### src/rtl/predictor_pkg.sv
`default_nettype none
// ============================================================================
// Module : predictor_pkg
// Brief  : Constants shared by the 2-bit predictor and its outcome tracker.
// Rev    : 1.0
// ============================================================================
package predictor_pkg;
    localparam int COUNTER_BITS = 2;
    localparam int TRACK_DEPTH  = 4;
    localparam int STAT_WIDTH   = 16;
endpackage
`default_nettype wire

### src/rtl/branch_fifo.sv
`default_nettype none
// ============================================================================
// Module : branch_fifo
// Brief  : 1-bit circular buffer of in-flight predictions with sync flush.
// Rev    : 1.0
// ============================================================================
module branch_fifo
    import predictor_pkg::*;
#(
    parameter int DEPTH = TRACK_DEPTH
) (
    input  logic                         clk,
    input  logic                         reset,
    input  logic                         flush_i,
    input  logic                         push_i,
    input  logic                         push_data_i,
    input  logic                         pop_i,
    output logic [$clog2(DEPTH+1)-1:0]   count_o,
    output logic                         head_data_o
);
    localparam int PW = $clog2(DEPTH);
    localparam int CW = $clog2(DEPTH+1);

    logic          mem_q [DEPTH];
    logic [PW-1:0] head_q;
    logic [PW-1:0] tail_q;
    logic [CW-1:0] count_q;
    logic          w_pop;
    logic          w_push;

    // Pops on an empty buffer are ignored; the push in that cycle still lands.
    assign w_pop  = pop_i && (count_q != '0);
    assign w_push = push_i && ((count_q != CW'(DEPTH)) || w_pop);

    always_ff @(posedge clk) begin
        if (reset || flush_i) begin
            head_q  <= '0;
            tail_q  <= '0;
            count_q <= '0;
        end else begin
            if (w_push) tail_q <= tail_q + PW'(1);
            if (w_pop)  head_q <= head_q + PW'(1);
            case ({w_push, w_pop})
                2'b10:   count_q <= count_q + CW'(1);
                2'b01:   count_q <= count_q - CW'(1);
                default: count_q <= count_q;
            endcase
        end
    end

    always_ff @(posedge clk) begin
        if (!reset && !flush_i && w_push) mem_q[tail_q] <= push_data_i;
    end

    assign count_o     = count_q;
    assign head_data_o = mem_q[head_q];
endmodule
`default_nettype wire

### src/rtl/branch_outcome_tracker.sv
`default_nettype none
// ============================================================================
// Module : branch_outcome_tracker
// Brief  : Queues predictions, checks them at resolve, drives update strobes.
// Rev    : 1.0
// ============================================================================
module branch_outcome_tracker
    import predictor_pkg::*;
#(
    parameter int DEPTH     = TRACK_DEPTH,
    parameter int CNT_WIDTH = STAT_WIDTH
) (
    input  logic                         clk,
    input  logic                         reset,
    input  logic                         request,
    input  logic                         prediction,
    input  logic                         resolve_valid,
    input  logic                         resolve_taken,
    output logic                         result,
    output logic                         taken,
    output logic                         mispredict,
    output logic                         stall,
    output logic [$clog2(DEPTH+1)-1:0]   outstanding,
    output logic [CNT_WIDTH-1:0]         branch_count,
    output logic [CNT_WIDTH-1:0]         mispredict_count,
    output logic                         underflow
);
    localparam int CW = $clog2(DEPTH+1);

    logic                 req_q, req_d;
    logic                 result_q, result_d;
    logic                 taken_q, taken_d;
    logic                 mispredict_q, mispredict_d;
    logic                 underflow_q, underflow_d;
    logic [CNT_WIDTH-1:0] br_cnt_q, br_cnt_d;
    logic [CNT_WIDTH-1:0] mis_cnt_q, mis_cnt_d;

    logic [CW-1:0]        w_count;
    logic                 w_head;
    logic                 w_nonempty;
    logic                 w_pop_ok;
    logic                 w_mis;
    logic [CW:0]          w_occ_sum;

    branch_fifo #(.DEPTH(DEPTH)) u_fifo (
        .clk         (clk),
        .reset       (reset),
        .flush_i     (w_mis),
        .push_i      (req_q),
        .push_data_i (prediction),
        .pop_i       (resolve_valid),
        .count_o     (w_count),
        .head_data_o (w_head)
    );

    assign w_nonempty = (w_count != '0);
    assign w_pop_ok   = resolve_valid && w_nonempty;
    assign w_mis      = w_pop_ok && (w_head != resolve_taken);

    // A captured request still to land counts against capacity.
    assign w_occ_sum  = {1'b0, w_count} + {{CW{1'b0}}, req_q};
    assign stall      = (w_occ_sum >= (CW+1)'(DEPTH));

    always_comb begin
        req_d        = w_mis ? 1'b0 : (request && !stall);
        result_d     = w_pop_ok;
        taken_d      = w_pop_ok && resolve_taken;
        mispredict_d = w_mis;
        underflow_d  = underflow_q || (resolve_valid && !w_nonempty);
        br_cnt_d     = br_cnt_q;
        mis_cnt_d    = mis_cnt_q;
        if (w_pop_ok && (br_cnt_q != '1)) br_cnt_d  = br_cnt_q + CNT_WIDTH'(1);
        if (w_mis && (mis_cnt_q != '1))   mis_cnt_d = mis_cnt_q + CNT_WIDTH'(1);
    end

    always_ff @(posedge clk) begin
        if (reset) begin
            req_q        <= 1'b0;
            result_q     <= 1'b0;
            taken_q      <= 1'b0;
            mispredict_q <= 1'b0;
            underflow_q  <= 1'b0;
            br_cnt_q     <= '0;
            mis_cnt_q    <= '0;
        end else begin
            req_q        <= req_d;
            result_q     <= result_d;
            taken_q      <= taken_d;
            mispredict_q <= mispredict_d;
            underflow_q  <= underflow_d;
            br_cnt_q     <= br_cnt_d;
            mis_cnt_q    <= mis_cnt_d;
        end
    end

    assign result           = result_q;
    assign taken            = taken_q;
    assign mispredict       = mispredict_q;
    assign underflow        = underflow_q;
    assign outstanding      = w_count;
    assign branch_count     = br_cnt_q;
    assign mispredict_count = mis_cnt_q;
endmodule
`default_nettype wire

### config.mk
export PLATFORM = sky130hd
export DESIGN_NAME = branch_outcome_tracker
export DESIGN_NICKNAME = d
export VERILOG_FILES = /design/src/rtl/predictor_pkg.sv /design/src/rtl/branch_fifo.sv /design/src/rtl/branch_outcome_tracker.sv
export SDC_FILE = /design/constraint.sdc
export NUM_CORES = 1
export LEC_CHECK = 0
export CAP_MARGIN = 20
export CELL_PAD_IN_SITES_DETAIL_PLACEMENT = 1
export CELL_PAD_IN_SITES_GLOBAL_PLACEMENT = 2
export CORE_MARGIN = 5
export CORE_UTILIZATION = 34
export CTS_CLUSTER_SIZE = 8
export DETAILED_ROUTE_END_ITERATION = 8
export PLACE_DENSITY = 0.88
export SLEW_MARGIN = 0
export SYNTH_ARGS = -nofsm -noshare
export SYNTH_HDL_FRONTEND = slang
export SYNTH_SLANG_ARGS = --single-unit
### constraint.sdc
create_clock -name clk -period 4.7 [get_ports clk]
set_input_delay 0.94 -clock clk [delete_from_list [all_inputs] [get_ports clk]]
set_output_delay 0.94 -clock clk [all_outputs]
set_load 0.02 [all_outputs]
; Word-level counts from Yosys, hierarchy flattened
; Memory sizes are Yosys's and may differ from the RTL's. A register that Yosys moved wholly into a read port is not among the register bits.
; Cells that the tools add are included.
[word_totals]
reg_bits = 44
ram_bits = 4
in_bits = 6
word_cells = 50
memories = 1
[classes]
add_sub_neg = 7
order_cmp = 1
n_eq_ne = 6
muxes = 5
n_reduce_logical = 20
[mem_list]
columns = name, depth, word_bits, read_ports, rd_clocked_by_memory_dff, write_ports, line_no
row1 = u_fifo.mem_q, 4, 1, 1, 1, 1, branch_fifo.sv:24  ; logic mem_q [DEPTH];
[op_table]
columns = op, count
row1 = $add 16x1->16 const B, 2
row2 = $ne 16x16->1 const B, 2
row3 = $logic_and 1x1->1, 10
row4 = $pmux 3 s2, 1
row5 = $add 2x1->2 const B, 2
row6 = $add 3x1->4, 1
row7 = $ge 4x3->1 const B, 1
row8 = $logic_not 1->1, 4
row9 = $mux 2, 2
row10 = $add 3x1->3 const B, 1
row11 = $logic_or 1x1->1, 3
row12 = $ne 3x3->1 const B, 1
row13 = $reduce_bool 3->1, 1
row14 = $sub 3x1->3 const B, 1
row15 = $eq 2x1->1 const B, 1
row16 = $eq 2x2->1 const B, 1
row17 = $mux 1, 2
row18 = $reduce_bool 2->1, 1
row19 = $reduce_or 2->1, 1
row20 = $ne 1x1->1, 1

; Logic depth before layout (Yosys ltp)
; Gate-level depths: netlist (run 1).
[depth]
depth_word = 8
mapped_depth = 8
mapped_depth_nobuf = 7

; Modules after synthesis
; From an unflattened synthesis (run 1), not the netlist that was laid out.
[hier_totals]
cells_unflattened = 285
area_unflattened_um2 = 2546.2
[modules_own_cells]
columns = mod, instances, cells_each, area_per_inst_um2
row1 = branch_outcome_tracker, 1, 218, 1831.8
row2 = branch_fifo, 1, 67, 714.4

; Worst setup path before layout (run 1)
; No wires, ideal clock.
[synth_path]
path_kind = input port to flip-flop
startpoint = input resolve_valid
endpoint = register u_fifo.count_q[2] (netlist: u_fifo.count_o[2])
arrival_ps = 2138
slack_ps = 2434
stages = 6
path_cell_list = o31a_1 > nand2b_1 > fa_1 > o31ai_1 > xnor2_1 > nor2_1
[synth_between]
elab_chain_cells = 5
elab_cells_between_ends = 9
[synth_lines]
columns = item, line_no
row1 = from (decl), branch_outcome_tracker.sv:17  ; input logic resolve_valid,
row2 = $logic_and 1x1->1 (*), "branch_fifo.sv:32, branch_outcome_tracker.sv:57"
row3 = $logic_or 1x1->1, branch_fifo.sv:33  ; assign w_push = push_i && ((count_q != CW'(DEPTH)) || w_pop);
row4 = $logic_and 1x1->1, branch_fifo.sv:33
row5 = $eq 2x1->1 / $eq 2x2->1 (equally long branches), branch_fifo.sv:43  ; case ({w_push, w_pop})
row6 = $pmux 3 s2 / $reduce_bool 2->1 (equally long branches), -
row7 = to (signal assigned), branch_fifo.sv:44  ; 2'b10: count_q <= count_q + CW'(1);
row8 = to (signal assigned), branch_fifo.sv:45  ; 2'b01: count_q <= count_q - CW'(1);
row9 = to (signal assigned), branch_fifo.sv:46  ; default: count_q <= count_q;
row10 = to (decl), branch_fifo.sv:27  ; logic [CW-1:0] count_q;
; Every way passes the cells marked *; elsewhere a longest branch is shown, timed or not.
; A chain may end at the register's enable or synchronous reset.

; Worst setup path after layout (run 1)
; Same ends and word-level chain as after synthesis.

==> impl_metrics.json, run 1 <==
{
  "outcome": "completed",
  "start_util": 0.350,
  "ctsLongestPathBuffers": 2,
  "die_h_um": 93.9,
  "power_frac_comb": 0.308,
  "p_leak_nw": 0.974,
  "cts_setup_buffers": 0,
  "cts_resized": 0,
  "powerDensity_nw_per_um2": 377,
  "layout_common_cells": "dfxtp_1 (46), clkdlybuf4s50_1 (45), nor2_1 (41)",
  "drc": 0,
  "vias": 1983,
  "p_sw_frac": 0.362,
  "worst_pin_slew_ps": 1030,
  "gp_congestion": 0.746,
  "cts_inserted_buffers": 5,
  "path_delay_family": "compound AO/OA/AOI/OAI gates",
  "fmax_mhz": 357,
  "maxCapViolCount": 0,
  "fin_nets": 310,
  "routed_wl_um": 5450,
  "core_um2": 6830,
  "vias_per_cell": 5.03,
  "ys_ff_latch": 50,
  "clkPwrFrac": 0.223,
  "p_int_w": 0.000729,
  "track_usage": 0.133,
  "numPortBuffers": 45,
  "dieArea_um2": 8820,
  "skew_ps": 11.3,
  "power_w": 0.00114,
  "final_area_um2": 3030,
  "rsz0062_at_grt": "false",
  "ir_drop_mv": 0.272,
  "worstSetupEndpointType": "register",
  "synth.distinct_cells": 48,
  "arrival_ps": 2990,
  "drive_above_1_share": 0.0906,
  "cts_tree": "built",
  "n_antenna_cell": 0,
  "synth.cell_area_um2": 2390,
  "hold_class": "register to register",
  "syn_inst": 252,
  "cts-root-buf": "clkbuf_8",
  "drt_iter0_drc": 54,
  "hold_violations": 0,
  "final_common_cell": "dfxtp_1",
  "cp_max_fo": 8,
  "seqPwrFrac": 0.469,
  "critPathKind": "input pin to register",
  "clock_latency_ps": 310,
  "synth-seq-area-share": 0.435,
  "grt_pass1_vias": 2026,
  "rows": 30,
  "crit_chain": "clkdlybuf4s50_1 -> o31a_1 -> nand2b_1 -> fa_1 -> o31ai_1 -> xnor2_1 -> nor2_1",
  "p_switching_w": 0.000413,
  "critPathRequiredTime_ps": 4890,
  "htree_levels": 2,
  "cpPeakStageDelay_ps": 610,
  "grt_pass1_wl_um": 9510,
  "area_growth_pct": 26.8,
  "drv_slew": 0,
  "dpl.hpwl_um": 4060,
  "wl_per_cell_um": 13.8,
  "yosysWarnings": 0,
  "syn-num-nets": 265,
  "grt-ovfl-total": 0,
  "dr.pass1.iters": 4,
  "die_w_um": 93.9,
  "grt_max_degree": 41,
  "antenna_found_initial": 0,
  "start_kind": "input pin",
  "cp.buffers_inverters": 1,
  "avgSynthCellArea_um2": 9.50,
  "finalCritPeriodShare": 0.597,
  "finalSetupViolCount": 0,
  "fin_tns_setup_ps": 0,
  "period_needed_ps": 2800,
  "postRouteAntennaNets": 0,
  "cp_slowest_cell": "clkdlybuf4s50_1",
  "relSlewSlack": 0.315,
  "post-route-util": 0.444,
  "hold_buffers": 0,
  "ios": 46,
  "placed_cell_area_um2": 2950,
  "cts.clk_slew.worst_paths_ps": 100,
  "cts.sinks": 50
}
## worst paths after layout
check | to | startpoint | slack (ps) | depth (start not counted)
max | u_fifo.count_o[2] | resolve_valid | 1900 | 7
min | mispredict_count[15] | mispredict_count[15] | 510 | 2
max reg2reg | u_fifo.mem_q[3] | u_fifo.mem_q[3] | 2170 | 5
min reg2reg | mispredict_count[15] | mispredict_count[15] | 510 | 2
## worst min-delay path: stages (launching register included)
cell	delay [ps]
dfxtp_1	350
nand2b_1	70
o21ai_0	60
## power by group through the flow
stage	registers, W	clock network [W]	logic (W)
2_1_floorplan	0.000556	0	0.000227
3_3_place_gp	0.000545	0	0.000349
3_5_place_dp	0.000547	0	0.000356
4_1_cts	0.000537	0.000265	0.000359
5_1_grt	0.000546	0.000284	0.000393
6_report	0.000535	0.000255	0.000352
## layout make-up
| class | count | area (µm²) |
|---|---|---|
| clock buffers | 5 | 68.8 |
| clock inverters | 3 | 20.0 |
| fillers | 816 | 3800 |
| inverters | 6 | 22.5 |
| multi-input cells | 188 | 1300 |
| flip-flops and latches | 50 | 1040 |
| well taps | 96 | 120 |
| repair buffers | 46 | 458 |
## synth_stat cells, drive strengths merged
master   n  area, µm²
nand2b   4       25.0
clkbuf   5       20.0
mux4     1       22.5
o21bai   1       11.3
xor2     4       35.0
o311ai   1       8.76
nor2b    1       6.26
nand3   10       50.1
nor2    41        154
o211ai   2       15.0
mux2i    3       30.0
inv      6       22.5
a41oi    1       8.76
mux2     1       11.3
nor4b    1       8.76
or2      1       6.26
ha       6       75.1
a31o     2       17.5
edfxtp   4        120
nand4   11       68.8
buf      3       20.0
nor3    11       60.1
a21oi    5       25.0
nor3b    1       7.51
nand2   13       48.8
nor4    13        146
fa       1       20.0
xnor2   25        226
nand3b   1       7.51
and3     5       31.3
o31a     1       8.76
a211oi   1       7.51
o21ai    4       20.0
or3      2       12.5
or4      1       7.51
and4     3       26.3
dfxtp   46        921
o31ai    3       22.5
and2     5       31.3
o41ai    1       16.3
or4b     1       10.0
## state kept, by name, indices dropped and copies added (netlist names), named ones only
| register | flops |
|---|---|
| branch_count | 16 |
| mispredict_count | 16 |
| u_fifo.mem_q | 4 |
| u_fifo.count_o | 3 |
| u_fifo.head_q | 2 |
| u_fifo.tail_q | 2 |
| mispredict | 1 |
| req_q | 1 |
| result | 1 |
| taken | 1 |
| underflow | 1 |
## metal layers
| metal | wire length, µm | global-route usage | vias to the layer above |
|---|---|---|---|
| met3 | 168 | 0.0321 | 7 |
| met4 | 73 | 0.0397 | 0 |
| li1 | - | - | 983 |
| met5 | 0 | 0 | - |
| met1 | 2490 | 0.165 | 966 |
| met2 | 2720 | 0.228 | 27 |
## per-stage QoR
| stage | cells | setup slack [ps] | hold slack, ps |
|---|---|---|---|
| final | 394 | 1900 | 513 |
| after global placement | 386 | 1630 | 484 |
| after floorplan | 252 | 2430 | 485 |
| after global routing | 394 | 1740 | 555 |
| after detailed placement | 386 | 1560 | 501 |
| after CTS | 394 | 1890 | 526 |
## kinds of logic (layout without fill, tap and decap cells)
family                   Yosys count  after routing  share of synthesized area
AND/OR/NAND/NOR                  125            125                      0.296
adder cells (fa/ha/maj)            7              7                     0.0397
flip-flops                        50             50                      0.435
buffers and inverters             14             60                     0.0261
AO/OA/AOI/OAI                     22             22                     0.0674
multiplexers                       5              5                     0.0267
XOR/XNOR                          29             29                      0.109
Note: power is estimated with default switching activity, not from simulation.
==> run 2, diff against run 1 <==
--- a/config.mk
+++ b/config.mk
@@ -9,10 +9,10 @@
 export CELL_PAD_IN_SITES_DETAIL_PLACEMENT = 1
 export CELL_PAD_IN_SITES_GLOBAL_PLACEMENT = 2
 export CORE_MARGIN = 5
-export CORE_UTILIZATION = 34
+export CORE_UTILIZATION = 31
 export CTS_CLUSTER_SIZE = 8
 export DETAILED_ROUTE_END_ITERATION = 8
-export PLACE_DENSITY = 0.88
+export PLACE_DENSITY = 0.82
 export SLEW_MARGIN = 0
 export SYNTH_ARGS = -nofsm -noshare
 export SYNTH_HDL_FRONTEND = slang
==> constraint.sdc (replaced) <==
create_clock -name clk -period 2.9 [get_ports clk]
set_input_delay 0.58 -clock clk [delete_from_list [all_inputs] [get_ports clk]]
set_output_delay 0.58 -clock clk [all_outputs]
set_load 0.02 [all_outputs]
==> run 2 against run 1 <==
  * Combinational power increased by 84%
  * Final area increased by 2.4%
  * Count of clock-buffer cells in the layout unchanged
  * Critical endpoint unchanged
  * Largest cell class unchanged
  * Largest power group unchanged
  * Highest routed layer unchanged
==> impl_metrics.json, run 2 (same netlist as run 1, synthesis figures left out) <==
{
  "die_w_um": 97.9,
  "clock_latency_ps": 300,
  "drc": 0,
  "finalSetupViolCount": 0,
  "postRouteAntennaNets": 0,
  "drive_above_1_share": 0.114,
  "powerDensity_nw_per_um2": 613,
  "period_needed_ps": 2280,
  "vias_per_cell": 4.89,
  "htree_levels": 2,
  "ios": 46,
  "fin_tns_setup_ps": 0,
  "ctsLongestPathBuffers": 2,
  "cts.clk_slew.worst_paths_ps": 90,
  "maxCapViolCount": 0,
  "cts_setup_buffers": 0,
  "rows": 32,
  "outcome": "completed",
  "cts_tree": "built",
  "antenna_found_initial": 0,
  "worstSetupEndpointType": "register",
  "critPathRequiredTime_ps": 3090,
  "skew_ps": 8.88,
  "core_um2": 7610,
  "critPathKind": "input pin to register",
  "wl_per_cell_um": 14.0,
  "whs_ps": 506,
  "drv_slew": 0,
  "grt-ovfl-total": 0,
  "cts.sinks": 50,
  "p_leak_nw": 1.02,
  "multi_input_area_um2": 1300,
  "cp_max_fo": 5,
  "regArea_um2": 1040,
  "r2r_setup_slack_ps": 760,
  "cts_inserted_buffers": 5,
  "cpPeakStageDelay_ps": 610,
  "place_inst": 399,
  "numPortBuffers": 45,
  "cts_resized": 0,
  "crit_chain": "clkdlybuf4s50_1 -> o31a_1 -> nand2b_1 -> fa_1 -> o31ai_1 -> xnor2_1 -> nor2_1",
  "vias": 1994,
  "n_antenna_cell": 0,
  "area_growth_pct": 29.7,
  "dieArea_um2": 9580,
  "post-route-util": 0.408,
  "worst_pin_slew_ps": 591,
  "relSlewSlack": 0.603,
  "cts-root-buf": "clkbuf_8",
  "fin_ws_ps": 624,
  "fin_nets": 318,
  "rsz0062_at_grt": "false",
  "fillers": 911,
  "place_ws_ps": 295,
  "die_h_um": 97.9,
  "hold_violations": 0,
  "grt_max_degree": 40,
  "dpl.hpwl_um": 4190,
  "cp_slowest_cell": "clkdlybuf4s50_1",
  "track_usage": 0.123,
  "start_kind": "input pin",
  "layout_common_cells": "dfxtp_1 (46), clkdlybuf4s50_1 (45), nor2_1 (41)",
  "drt_iter0_drc": 33,
  "arrival_ps": 2470,
  "fmax_mhz": 439,
  "gp_congestion": 0.758,
  "finalCritPeriodShare": 0.785,
  "stdcell_count": 408,
  "routed_wl_um": 5700,
  "hold_buffers": 0,
  "grt_pass1_vias": 2067,
  "start_util": 0.315,
  "dr.pass1.iters": 4,
  "grt_pass1_wl_um": 9980,
  "hold_class": "register to register",
  "final_common_cell": "dfxtp_1",
  "ir_drop_mv": 0.451
}
-- run 2: cell types whose count changed in the layout (fill, tap and decap cells not counted), sizes merged --
cell    before  now
buf          1    9
clkinv       1    2
inv          7    6
-- run 2: final timing paths --
path	endpoint	start	cells after the start
worst max-delay path	u_fifo.count_o[2]	resolve_valid	7
worst min-delay path	underflow	underflow	2
worst max register to register	mispredict_count[10]	u_fifo.mem_q[3]	6
worst min register to register	underflow	underflow	2
-- run 2: area by class of cell --
cell class              count  area share
multi-input cells         188       0.420
inverters                   6     0.00725
clock inverters             3     0.00524
well taps                 102      0.0411
clock buffers               5      0.0222
repair buffers             54       0.169
flip-flops and latches     50       0.335
-- run 2: power by group --
group          switching (W)  internal, W  leakage, nW
logic               0.000357     0.000289        0.566
registers          0.0000892     0.000772        0.408
clock network       0.000229     0.000166       0.0416
total               0.000675      0.00123         1.02
-- run 2: stage by stage --
stage,power [W],instance area [µm²]
5_1_grt,0.00203,3110
3_3_place_gp,0.00150,3010
2_1_floorplan,0.00127,2390
6_report,0.00190,3110
4_1_cts,0.00192,3090
3_5_place_dp,0.00151,3010
-- run 2: critical path: cells and delay by family --
kind                     cells  cell delay (ps)
buffers and inverters        1              610
AO/OA/AOI/OAI                2              570
adder cells (fa/ha/maj)      1              390
AND/OR/NAND/NOR              2              160
XOR/XNOR                     1              150
-- run 2: metal layers --
metal | wire length [µm] | track usage
met5 | 0 | 0
met1 | 2670 | 0.154
met4 | 51 | 0.0288
met3 | 194 | 0.0307
met2 | 2780 | 0.211
==> run 3, diff against run 2 <==
--- a/config.mk
+++ b/config.mk
@@ -9,10 +9,10 @@
 export CELL_PAD_IN_SITES_DETAIL_PLACEMENT = 1
 export CELL_PAD_IN_SITES_GLOBAL_PLACEMENT = 2
 export CORE_MARGIN = 5
-export CORE_UTILIZATION = 31
+export CORE_UTILIZATION = 28
 export CTS_CLUSTER_SIZE = 8
 export DETAILED_ROUTE_END_ITERATION = 8
-export PLACE_DENSITY = 0.82
+export PLACE_DENSITY = 0.78
 export SLEW_MARGIN = 0
 export SYNTH_ARGS = -nofsm -noshare
 export SYNTH_HDL_FRONTEND = slang
==> constraint.sdc (replaced) <==
create_clock -name clk -period 1.9 [get_ports clk]
set_input_delay 0.38 -clock clk [delete_from_list [all_inputs] [get_ports clk]]
set_output_delay 0.38 -clock clk [all_outputs]
set_load 0.02 [all_outputs]
==> run 3 against run 2 <==
  * The run now ends with setup timing left
  * Flip-flop and latch count is the same
  * Count of clock-buffer cells in the layout is the same
  * Final cell count grew 12%
  * Combinational power grew 110%
  * Clock skew grew 0.95 ps
  * Sequential power grew 46%
==> impl_metrics.json, run 3 (same netlist as run 1, synthesis figures left out) <==
{
  "r2r_setup_slack_ps": -20,
  "critPathKind": "register to register",
  "worst_pin_slew_ps": 438,
  "dieArea_um2": 10500,
  "n_antenna_cell": 0,
  "drc": 0,
  "cts_tree": "built",
  "start_kind": "register",
  "vias_per_cell": 4.72,
  "maxCapViolCount": 0,
  "multi_input_area_um2": 1440,
  "skew_ps": 9.84,
  "final_area_um2": 3630,
  "critPathRequiredTime_ps": 2100,
  "wl_per_cell_um": 14.0,
  "worstHoldStart": "underflow",
  "antenna_found_initial": 0,
  "grt_max_degree": 25,
  "placed_cell_area_um2": 3340,
  "fin_nets": 365,
  "rsz0062_at_grt": "true",
  "regArea_um2": 1040,
  "hold_violations": 0,
  "r2r.worst_path.cells": 6,
  "die_h_um": 102,
  "finalSetupViolCount": 6,
  "regToRegEndpoint": "mispredict_count[13]",
  "drv_slew": 0,
  "place_inst": 444,
  "p_leak_nw": 1.34,
  "stdcell_count": 458,
  "gp_congestion": 0.730,
  "cts-root-buf": "clkbuf_8",
  "finalCritPeriodShare": 1.01,
  "numPortBuffers": 45,
  "powerDensity_nw_per_um2": 922,
  "dr.pass1.iters": 4,
  "power_w": 0.00334,
  "whs_ps": 498,
  "start_util": 0.290,
  "postRouteAntennaNets": 0,
  "post-route-util": 0.439,
  "cts_inserted_buffers": 5,
  "routed_wl_um": 6390,
  "vias": 2163,
  "fmax_mhz": 521,
  "htree_levels": 2,
  "grt_pass1_wl_um": 10800,
  "drive_above_1_share": 0.275,
  "failed_checks": "setup timing",
  "area_growth_pct": 51.5,
  "relSlewSlack": 0.707,
  "ir_drop_mv": 0.536,
  "hold_class": "register to register",
  "hold_path_depth": 2,
  "grt_pass1_vias": 2199,
  "track_usage": 0.129,
  "r2r-start": "u_fifo.mem_q[2]",
  "die_w_um": 102,
  "layout_common_cells": "buf_4 (55), dfxtp_1 (43), clkdlybuf4s50_1 (41)",
  "cp_max_fo": 8,
  "arrival_ps": 2120,
  "fillers": 954,
  "ctsLongestPathBuffers": 2,
  "ios": 46,
  "clock_latency_ps": 300,
  "cts.sinks": 50,
  "rows": 33,
  "fin_ws_ps": -18.5,
  "period_needed_ps": 1920,
  "hold_end": "underflow",
  "grt-ovfl-total": 0,
  "dpl.hpwl_um": 4840,
  "drt_iter0_drc": 27,
  "worstSetupEndpointType": "register",
  "cts.clk_slew.worst_paths_ps": 100,
  "final_common_cell": "buf_4",
  "core_um2": 8260,
  "outcome": "finished with violations"
}
[run 3: layout make-up]
cell class,instances,area share
Sequential cell,50,0.288
Tap cell,105,0.0362
Clock inverter,3,0.0110
Timing Repair Buffer,101,0.242
Multi-Input combinational cell,188,0.398
Clock buffer,5,0.0190
Inverter,6,0.00621
[run 3: layer usage]
layer	track usage	routed length, µm	vias to the layer above
li1	-	-	1088
met1	0.170	2910	1044
met2	0.213	3250	26
met3	0.0266	168	5
met4	0.0363	68	0
met5	0	0	-
[run 3: power breakdown]
group          switching [W]  total [W]  internal [W]
Combinational       0.000717    0.00133      0.000618
Sequential         0.0000809    0.00126       0.00118
Clock               0.000359   0.000747      0.000388
Total                0.00116    0.00334       0.00219
[run 3: worst max path at each step]
stage / startpoint / endpoint / cells after the start
floorplan: u_fifo.count_o[1] / u_fifo.count_o[2] / 6
global placement: resolve_valid / u_fifo.count_o[2] / 7
detailed placement: resolve_valid / u_fifo.count_o[2] / 7
CTS: u_fifo.mem_q[2] / mispredict_count[11] / 5
global route: u_fifo.mem_q[2] / mispredict_count[11] / 5
finish: u_fifo.mem_q[2] / mispredict_count[13] / 6
[run 3: timing repair]
item / 4_1_cts / 5_1_grt
pin swaps: 5 / 14
setup buffers: 5 / 1
setup endpoints to repair: 19 / 28
cloned: 0 / 0
gates resized for setup: 11 / 16
hold buffers: 0 / 0
[run 3: worst max-delay path, cell delays in order, from the launching register on]
cell and delay (ps):
edfxtp_1 370, mux4_2 530, xnor2_4 220, buf_4 200, nor4_2 290, xnor2_1 150
nor2_1 50
[run 3: metrics by stage]
stage,worst slack [ps],setup TNS [ps]
2_1_floorplan,-23.8,-23.8
3_3_place_gp,-225,-3050
3_5_place_dp,-277,-4020
4_1_cts,-49.1,-161
5_1_grt,-129,-1440
6_report,-18.5,-71.3
